### config.mk
export PLATFORM = sky130hd
export DESIGN_NAME = instruction_fetch_unit
export DESIGN_NICKNAME = d
export VERILOG_FILES = /design/src/rtl/instruction_fetch_unit.sv
export SDC_FILE = /design/constraint.sdc
export NUM_CORES = 1
export LEC_CHECK = 0
export CORE_MARGIN = 5
export CORE_UTILIZATION = 47
export DETAILED_ROUTE_END_ITERATION = 7
export PLACE_DENSITY = 0.77
export SETUP_SLACK_MARGIN = 0.4
export SLEW_MARGIN = 30
export SYNTH_ARGS = -nofsm -noshare
export SYNTH_HDL_FRONTEND = slang
export SYNTH_SLANG_ARGS = --single-unit
### constraint.sdc
create_clock -name clk -period 7.2 [get_ports clk]
set_clock_uncertainty 0.1 [all_clocks]
set_input_delay 2.16 -clock clk [delete_from_list [all_inputs] [get_ports clk]]
set_output_delay 2.16 -clock clk [all_outputs]
set_load 0.05 [all_outputs]
### src/rtl/instruction_fetch_unit.sv
// Fetch stage: owns the PC, issues one word read at a time to instruction memory,
// and buffers returned words with their PCs for the decoder.
module instruction_fetch_unit #(
  parameter int                    ADDR_WIDTH = 32,
  parameter logic [ADDR_WIDTH-1:0] RESET_PC   = {ADDR_WIDTH{1'b0}},
  parameter int                    DEPTH      = 2
) (
  input  logic                  clk,
  input  logic                  rst_n,
  input  logic                  redirect_valid,
  input  logic [ADDR_WIDTH-1:0] redirect_pc,
  output logic                  imem_req,
  output logic [ADDR_WIDTH-1:0] imem_addr,
  input  logic                  imem_ready,
  input  logic                  imem_valid,
  input  logic [31:0]           imem_rdata,
  output logic                  insn_valid,
  output logic [31:0]           insn,
  output logic [ADDR_WIDTH-1:0] insn_pc,
  input  logic                  insn_ready
);

  localparam int PTR_W = (DEPTH > 1) ? $clog2(DEPTH) : 1;
  localparam int CNT_W = $clog2(DEPTH + 1);

  typedef enum logic [1:0] {
    FETCH = 2'd0,
    WAIT  = 2'd1,
    DROP  = 2'd2
  } fetchStateT;

  fetchStateT            stateReg, stateNext;
  logic [ADDR_WIDTH-1:0] pcReg, pcNext, reqPcReg;
  logic [31:0]           bufWord [DEPTH];
  logic [ADDR_WIDTH-1:0] bufPc   [DEPTH];
  logic [PTR_W-1:0]      headReg, tailReg;
  logic [CNT_W-1:0]      countReg;
  logic                  reqOk, accept, push, pop, outstanding, bufNotEmpty;

  // Handshake decode and next-state/PC selection; redirect overrides everything.
  always_comb begin
    stateNext   = stateReg;
    pcNext      = pcReg;
    outstanding = (stateReg != FETCH);
    bufNotEmpty = (countReg != {CNT_W{1'b0}});
    reqOk       = rst_n && (stateReg == FETCH) && (countReg < CNT_W'(DEPTH));
    accept      = reqOk && imem_ready;
    pop         = bufNotEmpty && insn_ready;
    push        = (stateReg == WAIT) && imem_valid && !redirect_valid;
    if (redirect_valid) begin
      pcNext = redirect_pc & {{(ADDR_WIDTH-2){1'b1}}, 2'b00};
      // A response arriving this cycle closes the outstanding request, so no drop needed.
      if (accept || (outstanding && !imem_valid)) begin
        stateNext = DROP;
      end else begin
        stateNext = FETCH;
      end
    end else begin
      case (stateReg)
        FETCH: begin
          if (accept) begin
            pcNext    = pcReg + ADDR_WIDTH'(4);
            stateNext = WAIT;
          end else begin
            stateNext = FETCH;
          end
        end
        WAIT, DROP: begin
          if (imem_valid) begin
            stateNext = FETCH;
          end else begin
            stateNext = stateReg;
          end
        end
        default: stateNext = FETCH;
      endcase
    end
  end

  // State, PC and buffer pointer registers.
  always_ff @(posedge clk) begin
    if (!rst_n) begin
      stateReg <= FETCH;
      pcReg    <= RESET_PC;
      reqPcReg <= RESET_PC;
      headReg  <= {PTR_W{1'b0}};
      tailReg  <= {PTR_W{1'b0}};
      countReg <= {CNT_W{1'b0}};
    end else begin
      stateReg <= stateNext;
      pcReg    <= pcNext;
      if (accept) begin
        reqPcReg <= pcReg;
      end
      if (redirect_valid) begin
        headReg  <= {PTR_W{1'b0}};
        tailReg  <= {PTR_W{1'b0}};
        countReg <= {CNT_W{1'b0}};
      end else begin
        if (push) begin
          tailReg <= tailReg + PTR_W'(1);
        end
        if (pop) begin
          headReg <= headReg + PTR_W'(1);
        end
        case ({push, pop})
          2'b10:   countReg <= countReg + CNT_W'(1);
          2'b01:   countReg <= countReg - CNT_W'(1);
          default: countReg <= countReg;
        endcase
      end
    end
  end

  // Buffer storage; cleared on reset so the head reads zero until the first push.
  always_ff @(posedge clk) begin
    if (!rst_n) begin
      for (int i = 0; i < DEPTH; i++) begin
        bufWord[i] <= 32'h0000_0000;
        bufPc[i]   <= {ADDR_WIDTH{1'b0}};
      end
    end else if (push) begin
      bufWord[tailReg] <= imem_rdata;
      bufPc[tailReg]   <= reqPcReg;
    end
  end

  assign imem_req   = reqOk;
  assign imem_addr  = pcReg;
  assign insn_valid = bufNotEmpty;
  assign insn       = bufWord[headReg];
  assign insn_pc    = bufPc[headReg];

endmodule

==> metrics.log, run 1 <==
INFO  metric finalNetCount = 952
INFO  metric post_cts_hold_buffer_count = 0
INFO  metric grt.total_usage = 0.176
INFO  metric critical-path-max-stage-delay = 0.81 ns
INFO  metric htree_num_levels = 4
INFO  metric worst_path_max_delay_cell = sky130_fd_sc_hd__clkdlybuf4s50_1
INFO  metric synth_area = 0.00860 mm^2
INFO  metric final_util = 0.613
INFO  metric run_status = complete, no violations
INFO  metric cts_tree = yes
INFO  metric worst_setup_path_start_kind = primary input
INFO  metric r2r.worst_path.cells = 6
INFO  metric number_of_rows_created_at_floorplan = 49
INFO  metric antenna_violating_nets_left = 0
INFO  metric power.density = 228 mW/mm^2
INFO  metric initial_utilization = 0.479
INFO  metric core_area = 0.0180 mm^2
INFO  metric rrSetupSlack = 4.40 ns
INFO  metric timing.setup.critical_path_class = primary input to primary output
INFO  metric clock_tree.buffer_depth = 2
INFO  metric crit_chain = buf_2, nand2_1, nor2_1, clkdlybuf4s50_1
INFO  metric number_of_global_route_vias_before_repair = 5917
INFO  metric hold-worst-slack = 0.369 ns
INFO  metric routed_length_per_instance = 16.9 um
INFO  metric hold_viol_final = 0
INFO  metric areaGrowthSynthToFinish = 28.0%
INFO  metric total_power = 2.51 mW
INFO  metric max-cap-violations = 0
INFO  metric maximum_number_of_pins_on_one_net_before_global_route_repair = 69
INFO  metric number_of_gates_resized_after_cts = 0
INFO  metric grt_antenna_before_repair = 0
INFO  metric post_cts.repair.setup_buffers = 0
INFO  metric finish.instance_area = 0.0110 mm^2
INFO  metric worstSetupStartpoint = rst_n
INFO  metric timing.final.max_slew_violations = 0
INFO  metric drt_pass1_iterations = 4
INFO  metric final_min_period_over_clock_period = 0.757
INFO  metric layout.cells.most_common_list = sky130_fd_sc_hd__clkdlybuf4s50_1, sky130_fd_sc_hd__and2_1, sky130_fd_sc_hd__edfxtp_1
INFO  metric vdd_drop_max = 0.164 mV
INFO  metric place_congestion = 0.805
INFO  metric top_level_ports = 168
INFO  metric post_route_cells_drive_above_1_share = 0.131
INFO  metric detail_route.iter0.violations = 324
INFO  metric power.static_leakage = 3.91 nW
INFO  metric drc = 0
INFO  metric synth.lib_cells_used.distinct = 55
INFO  metric tritoncts_num_sinks = 191
INFO  metric post_synth_inst_count = 738
INFO  metric vias = 5986
INFO  metric worst_ep_arrival_time = 3.19 ns
INFO  metric yosys_register_bits = 191
INFO  metric cts.reportedPaths.clkPinSlew = 0.06 ns
INFO  metric timing.hold.worst.class = flop to flop
INFO  metric synth.yosys.seq_area_share = 0.589
INFO  metric layout_commonest_cell = sky130_fd_sc_hd__clkdlybuf4s50_1
INFO  metric synth_area_leaders = sky130_fd_sc_hd__edfxtp_1, sky130_fd_sc_hd__dfxtp_1, sky130_fd_sc_hd__and2_1, sky130_fd_sc_hd__mux2_2, sky130_fd_sc_hd__nand2_1
INFO  metric worstSetupEndpointType = primary output
INFO  metric worst_skew_pair.late_latency = 0.43 ns
INFO  metric io_buffers = 161
INFO  metric timing.critical_path.required = 4.94 ns
INFO  metric grt_pass1_wl = 30.4 mm
INFO  metric dieHeight = 145 um
INFO  metric die_w = 145 um
INFO  metric timing.final.crit_period = 5.45 ns
INFO  metric clk_root_buffer_cell = sky130_fd_sc_hd__clkbuf_16
INFO  metric synth.largest_area_cell = sky130_fd_sc_hd__edfxtp_1
INFO  metric place_hpwl = 12.2 mm
INFO  metric worst-path-max-fanout = 2
INFO  metric globalRouteOverflowTotal = 0
INFO  metric post_drt_via_cell_ratio = 5.34
INFO  metric synthFlopType = sky130_fd_sc_hd__edfxtp_1
INFO  metric insertedDiodeCount = 0
INFO  metric tns = 0 ns
INFO  metric die-area = 0.0211 mm^2
INFO  metric count_of_flip_flops_with_a_built_in_enable_after_synthesis = 124
INFO  metric timing.rr.end = bufWord[1][11]$_SDFFCE_PN0P_
INFO  metric rr_startpoint = stateReg[1]$_SDFFE_PN0P_
INFO  metric timing.max_slew.rel_slack = 0.378
INFO  metric cts_inserted_buffers = 17
INFO  metric synth_async_sr_flop_share = 0
INFO  metric top_cell_type_s_share_of_synthesized_area = 0.433
INFO  metric setup_viol = 0
INFO  metric routed_wl = 18.9 mm
INFO  metric placement.cell_area = 0.0104 mm^2
INFO  metric grt_setup_unrepaired = no
INFO  metric syn_avg_cell_area = 11.7 um^2
INFO  metric top_achievable_clock_speed = 0.183 GHz
INFO  metric fillerInstances = 1482
INFO  metric yosys_warnings = 0
INFO  metric critPathCapture = imem_req
INFO  metric worst-slew-pin-transition = 0.933 ns
-- routing by layer --
metal  vias to the layer above  track usage  routed length [um]
met2                       180        0.283                8920
met4                         0       0.0630                 246
li1                       2919            -                   -
met5                         -            0                   0
met3                        18       0.0421                1170
met1                      2869        0.233                8560
-- critical path, delay by kind of cell --
family / cells / cell delay, ns
and+or+nand+nor: 2 / 0.13
buffers and inverters: 2 / 0.89
-- metrics by stage --
step / setup WS, ns / instances
2_1_floorplan: 1.22 / 741
3_3_place_gp: 1.75 / 1088
3_5_place_dp: 1.75 / 1088
4_1_cts: 1.73 / 1120
5_1_grt: 1.68 / 1120
6_report: 1.75 / 1120
-- cells in the mapped netlist, types with 8 or more instances --
master                     instances
sky130_fd_sc_hd__nor2_1           14
sky130_fd_sc_hd__nand2_1          74
sky130_fd_sc_hd__and2_1          129
sky130_fd_sc_hd__a21oi_1          12
sky130_fd_sc_hd__dfxtp_1          67
sky130_fd_sc_hd__xnor2_1           9
sky130_fd_sc_hd__a21boi_0         30
sky130_fd_sc_hd__mux2_2           62
sky130_fd_sc_hd__clkbuf_1         42
sky130_fd_sc_hd__a31oi_1          12
sky130_fd_sc_hd__nand4_1          14
sky130_fd_sc_hd__nand3_1           9
sky130_fd_sc_hd__o21ai_0          27
sky130_fd_sc_hd__inv_1             8
sky130_fd_sc_hd__edfxtp_1        124
-- sequential cells by signal, indices dropped and copies added, names as in the netlist, named ones only --
register	cells
bufPc	60
bufWord	64
countReg	2
headReg	1
imem_addr	30
reqPcReg	30
stateReg	2
tailReg	1
-- cell type report --
| cell class | instances | area, um^2 | share of cell area |
|---|---|---|---|
| tap | 229 | 287 | 0.0260 |
| multi-input combinational | 490 | 3330 | 0.303 |
| sequential | 191 | 5070 | 0.461 |
| clock buffer | 19 | 433 | 0.0393 |
| inverter | 9 | 33.8 | 0.00307 |
| clock inverter | 13 | 185 | 0.0168 |
| timing repair buffer | 169 | 1670 | 0.151 |
-- where the power goes --
group | internal (mW) | leakage (nW) | switching, mW
sequential | 1.21 | 1.82 | 0.0326
combinational | 0.110 | 1.80 | 0.175
clock | 0.583 | 0.290 | 0.405
total | 1.90 | 3.91 | 0.612
-- logic make-up (layout without fill, tap and decap cells) --
| kind of cell | count (synthesis) | in the layout | synth area share |
|---|---|---|---|
| AO/OA/AOI/OAI | 107 | 107 | 0.0837 |
| XOR/XNOR | 14 | 14 | 0.0143 |
| adder cells (fa/ha/maj) | 4 | 4 | 0.00582 |
| buffers and inverters | 60 | 210 | 0.0284 |
| flip-flops | 191 | 191 | 0.589 |
| multiplexers | 62 | 62 | 0.0812 |
| other | 1 | 4 | 0.000436 |
| AND/OR/NAND/NOR | 299 | 299 | 0.197 |
-- worst min-delay path by stage --
stage                                      to                 startpoint  cells after the start
floorplan           reqPcReg[10]$_SDFFE_PN0P_  reqPcReg[10]$_SDFFE_PN0P_                      2
global placement    reqPcReg[22]$_SDFFE_PN0P_  reqPcReg[22]$_SDFFE_PN0P_                      2
detailed placement  reqPcReg[11]$_SDFFE_PN0P_  reqPcReg[11]$_SDFFE_PN0P_                      2
CTS                 reqPcReg[11]$_SDFFE_PN0P_  reqPcReg[11]$_SDFFE_PN0P_                      2
global route        reqPcReg[25]$_SDFFE_PN0P_  reqPcReg[25]$_SDFFE_PN0P_                      2
finish              reqPcReg[11]$_SDFFE_PN0P_  reqPcReg[11]$_SDFFE_PN0P_                      2
No activity file was read; power rests on OpenSTA's default activity.
==> run 2: changes to the inputs <==
--- a/config.mk
+++ b/config.mk
@@ -6,9 +6,9 @@
 export NUM_CORES = 1
 export LEC_CHECK = 0
 export CORE_MARGIN = 5
-export CORE_UTILIZATION = 47
+export CORE_UTILIZATION = 52
 export DETAILED_ROUTE_END_ITERATION = 7
-export PLACE_DENSITY = 0.77
+export PLACE_DENSITY = 0.81
 export SETUP_SLACK_MARGIN = 0.4
 export SLEW_MARGIN = 30
 export SYNTH_ARGS = -nofsm -noshare
==> constraint.sdc (replaced) <==
create_clock -name clk -period 5.5 [get_ports clk]
set_clock_uncertainty 0.1 [all_clocks]
set_input_delay 1.65 -clock clk [delete_from_list [all_inputs] [get_ports clk]]
set_output_delay 1.65 -clock clk [all_outputs]
set_load 0.05 [all_outputs]
==> run 2 against run 1 <==
Against the previous run:
- critical path depth down 1
- routed wire length shrank 0.29%
- sequential share of layout area is 0.070 points lower
- via count about the same
- largest power group unchanged
- first-iteration DRC count increased by 22%
- sequential power up 31%
- global-route usage is 1.9 points higher
- register-to-register slack lost 1.2 ns
- clock-buffer cell count increased by 2
- power increased by 30%
- setup slack worse by 0.22 ns
==> metrics.log, run 2 (same netlist as run 1, synthesis figures left out) <==
INFO  metric layout_commonest_cell = sky130_fd_sc_hd__clkdlybuf4s50_1 (unchanged)
INFO  metric place_congestion = 0.820 (was 0.805)
INFO  metric tritoncts_num_sinks = 191 (unchanged)
INFO  metric worst_setup_path_start_kind = flop (was primary input)
INFO  metric power.density = 298 mW/mm^2 (was 228 mW/mm^2)
INFO  metric worstSetupEndpointType = primary output (unchanged)
INFO  metric post_cts.repair.setup_buffers = 0 (unchanged)
INFO  metric hold_viol_final = 0 (unchanged)
INFO  metric largest_register_ffs = 64 (unchanged)
INFO  metric routed_length_per_instance = 16.9 um (about the same)
INFO  metric vias = 5985 (was 5986)
INFO  metric critical-path-max-stage-delay = 0.76 ns (was 0.81 ns)
INFO  metric timing.final.max_slew_violations = 0 (unchanged)
INFO  metric grt.total_usage = 0.195 (was 0.176)
INFO  metric timing.hold.worst_endpoint = reqPcReg[25]$_SDFFE_PN0P_ (was reqPcReg[11]$_SDFFE_PN0P_)
INFO  metric timing.setup.critical_path_class = flop to primary output (was primary input to primary output)
INFO  metric maximum_number_of_pins_on_one_net_before_global_route_repair = 69 (unchanged)
INFO  metric die-area = 0.0192 mm^2 (was 0.0211 mm^2)
INFO  metric io_buffers = 161 (unchanged)
INFO  metric htree_num_levels = 4 (unchanged)
INFO  metric post_route_cells_drive_above_1_share = 0.137 (was 0.131)
INFO  metric timing.critical_path.required = 3.75 ns (was 4.94 ns)
INFO  metric area.sequential = 0.00507 mm^2 (about the same)
INFO  metric layout.cells.most_common_list = sky130_fd_sc_hd__clkdlybuf4s50_1, sky130_fd_sc_hd__and2_1, sky130_fd_sc_hd__edfxtp_1 (unchanged)
INFO  metric drt_pass1_iterations = 5 (was 4)
INFO  metric dieHeight = 139 um (was 145 um)
INFO  metric worst_path_max_delay_cell = sky130_fd_sc_hd__clkdlybuf4s50_1 (unchanged)
INFO  metric die_w = 139 um (was 145 um)
INFO  metric timing.hold.worst.class = flop to flop (unchanged)
INFO  metric detail_route.iter0.violations = 394 (was 324)
INFO  metric number_of_gates_resized_after_cts = 0 (unchanged)
INFO  metric number_of_global_route_vias_before_repair = 5839 (was 5917)
INFO  metric post_drt_via_cell_ratio = 5.38 (was 5.34)
INFO  metric routed_wl = 18.8 mm (was 18.9 mm)
INFO  metric initial_utilization = 0.524 (was 0.479)
INFO  metric grt_setup_unrepaired = no (unchanged)
INFO  metric final_util = 0.671 (was 0.613)
INFO  metric number_of_rows_created_at_floorplan = 47 (was 49)
INFO  metric cts.reportedPaths.clkPinSlew = 0.06 ns (about the same)
INFO  metric fillerInstances = 1203 (was 1482)
INFO  metric place_hpwl = 12.0 mm (was 12.2 mm)
INFO  metric final_min_period_over_clock_period = 0.722
INFO  metric tns = 0 ns (unchanged)
INFO  metric timing.rr.end = imem_addr[29]$_SDFFE_PN0P_ (was bufWord[1][11]$_SDFFCE_PN0P_)
INFO  metric insertedDiodeCount = 0 (unchanged)
INFO  metric largest_register = bufWord (unchanged)
INFO  metric clk_root_buffer_cell = sky130_fd_sc_hd__clkbuf_16 (unchanged)
INFO  metric post_cts_hold_buffer_count = 0 (unchanged)
INFO  metric rr_startpoint = stateReg[0]$_SDFFE_PN0P_ (was stateReg[1]$_SDFFE_PN0P_)
INFO  metric timing.final.crit_period = 3.97 ns
INFO  metric core_area = 0.0164 mm^2 (was 0.0180 mm^2)
INFO  metric cts_inserted_buffers = 17 (unchanged)
INFO  metric biggest_registers_after_layout = bufWord (64), bufPc (60) (unchanged)
INFO  metric min_path_cells = 2 (unchanged)
INFO  metric crit_chain = buf_12, mux2_2, clkdlybuf4s50_1 (was buf_2, nand2_1, nor2_1, clkdlybuf4s50_1)
INFO  metric areaGrowthSynthToFinish = 28.1% (was 28.0%)
INFO  metric top_achievable_clock_speed = 0.252 GHz
INFO  metric rrSetupSlack = 3.16 ns (was 4.40 ns)
INFO  metric run_status = complete, no violations (unchanged)
INFO  metric finalNetCount = 953 (was 952)
INFO  metric setup_viol = 0 (unchanged)
INFO  metric r2r.worst_path.cells = 7 (was 6)
INFO  metric finish.instance_area = 0.0110 mm^2 (about the same)
INFO  metric cts_tree = yes (unchanged)
INFO  metric placement.cell_area = 0.0104 mm^2 (about the same)
INFO  metric worstHoldStart = reqPcReg[25]$_SDFFE_PN0P_ (was reqPcReg[11]$_SDFFE_PN0P_)
INFO  metric vdd_drop_max = 0.221 mV (was 0.164 mV)
INFO  metric hold-worst-slack = 0.375 ns (was 0.369 ns)
INFO  metric clock_tree.buffer_depth = 2 (unchanged)
INFO  metric antenna_violating_nets_left = 0 (unchanged)
INFO  metric power.static_leakage = 3.93 nW (was 3.91 nW)
INFO  metric worst_skew_pair.late_latency = 0.42 ns (was 0.43 ns)
INFO  metric multi_input_area = 0.00333 mm^2 (unchanged)
INFO  metric worst_ep_arrival_time = 2.22 ns (was 3.19 ns)
INFO  metric top_level_ports = 168 (unchanged)
INFO  metric grt_pass1_wl = 30.4 mm (about the same)
INFO  metric globalRouteOverflowTotal = 0 (unchanged)
INFO  metric timing.max_slew.rel_slack = 0.417 (was 0.378)
INFO  metric grt_antenna_before_repair = 0 (unchanged)
INFO  metric worst-path-max-fanout = 62 (was 2)
INFO  metric drc = 0 (unchanged)
INFO  metric worst-slew-pin-transition = 0.875 ns (was 0.933 ns)
INFO  metric max-cap-violations = 0 (unchanged)
==> run 2: power breakdown <==
group | leakage [nW] | internal (mW) | total (mW) | switching (mW)
combinational | 1.81 | 0.144 | 0.371 | 0.228
clock | 0.306 | 0.758 | 1.28 | 0.524
sequential | 1.82 | 1.58 | 1.62 | 0.0436
==> run 2: critical path, delay by kind of cell (launching register included) <==
kind	cells	cell delay (ns)
buf+inv	2	1.08
mux	1	0.38
flops	1	0.34
==> run 2: layout make-up <==
class / count / area share
Clock buffer: 21 / 0.0427
Clock inverter: 11 / 0.0141
Inverter: 9 / 0.00307
Multi-Input combinational cell: 490 / 0.302
Sequential cell: 191 / 0.460
Tap cell: 220 / 0.0250
Timing Repair Buffer: 170 / 0.153
==> run 2: metal layers <==
| metal | track usage | routed length, um |
|---|---|---|
| met5 | 0 | 0 |
| met4 | 0.0582 | 199 |
| met3 | 0.0428 | 1030 |
| met2 | 0.327 | 9270 |
| met1 | 0.256 | 8340 |
==> run 2: worst max path at each step <==
stage                                    to  cells past startpoint
2_1_floorplan                      imem_req                      4
3_3_place_gp    bufWord[1][1]$_SDFFCE_PN0P_                      4
3_5_place_dp   bufWord[1][23]$_SDFFCE_PN0P_                      4
4_1_cts                         insn_pc[19]                      3
5_1_grt                         insn_pc[19]                      3
6_report                        insn_pc[19]                      3
==> run 2: through the flow <==
step | power [mW] | setup WS, ns | std cells
floorplan | 1.87 | 0.851 | 741
global placement | 2.02 | 1.23 | 1080
detailed placement | 2.03 | 1.22 | 1080
CTS | 3.29 | 1.49 | 1112
global route | 3.38 | 1.45 | 1112
finish | 3.28 | 1.53 | 1112
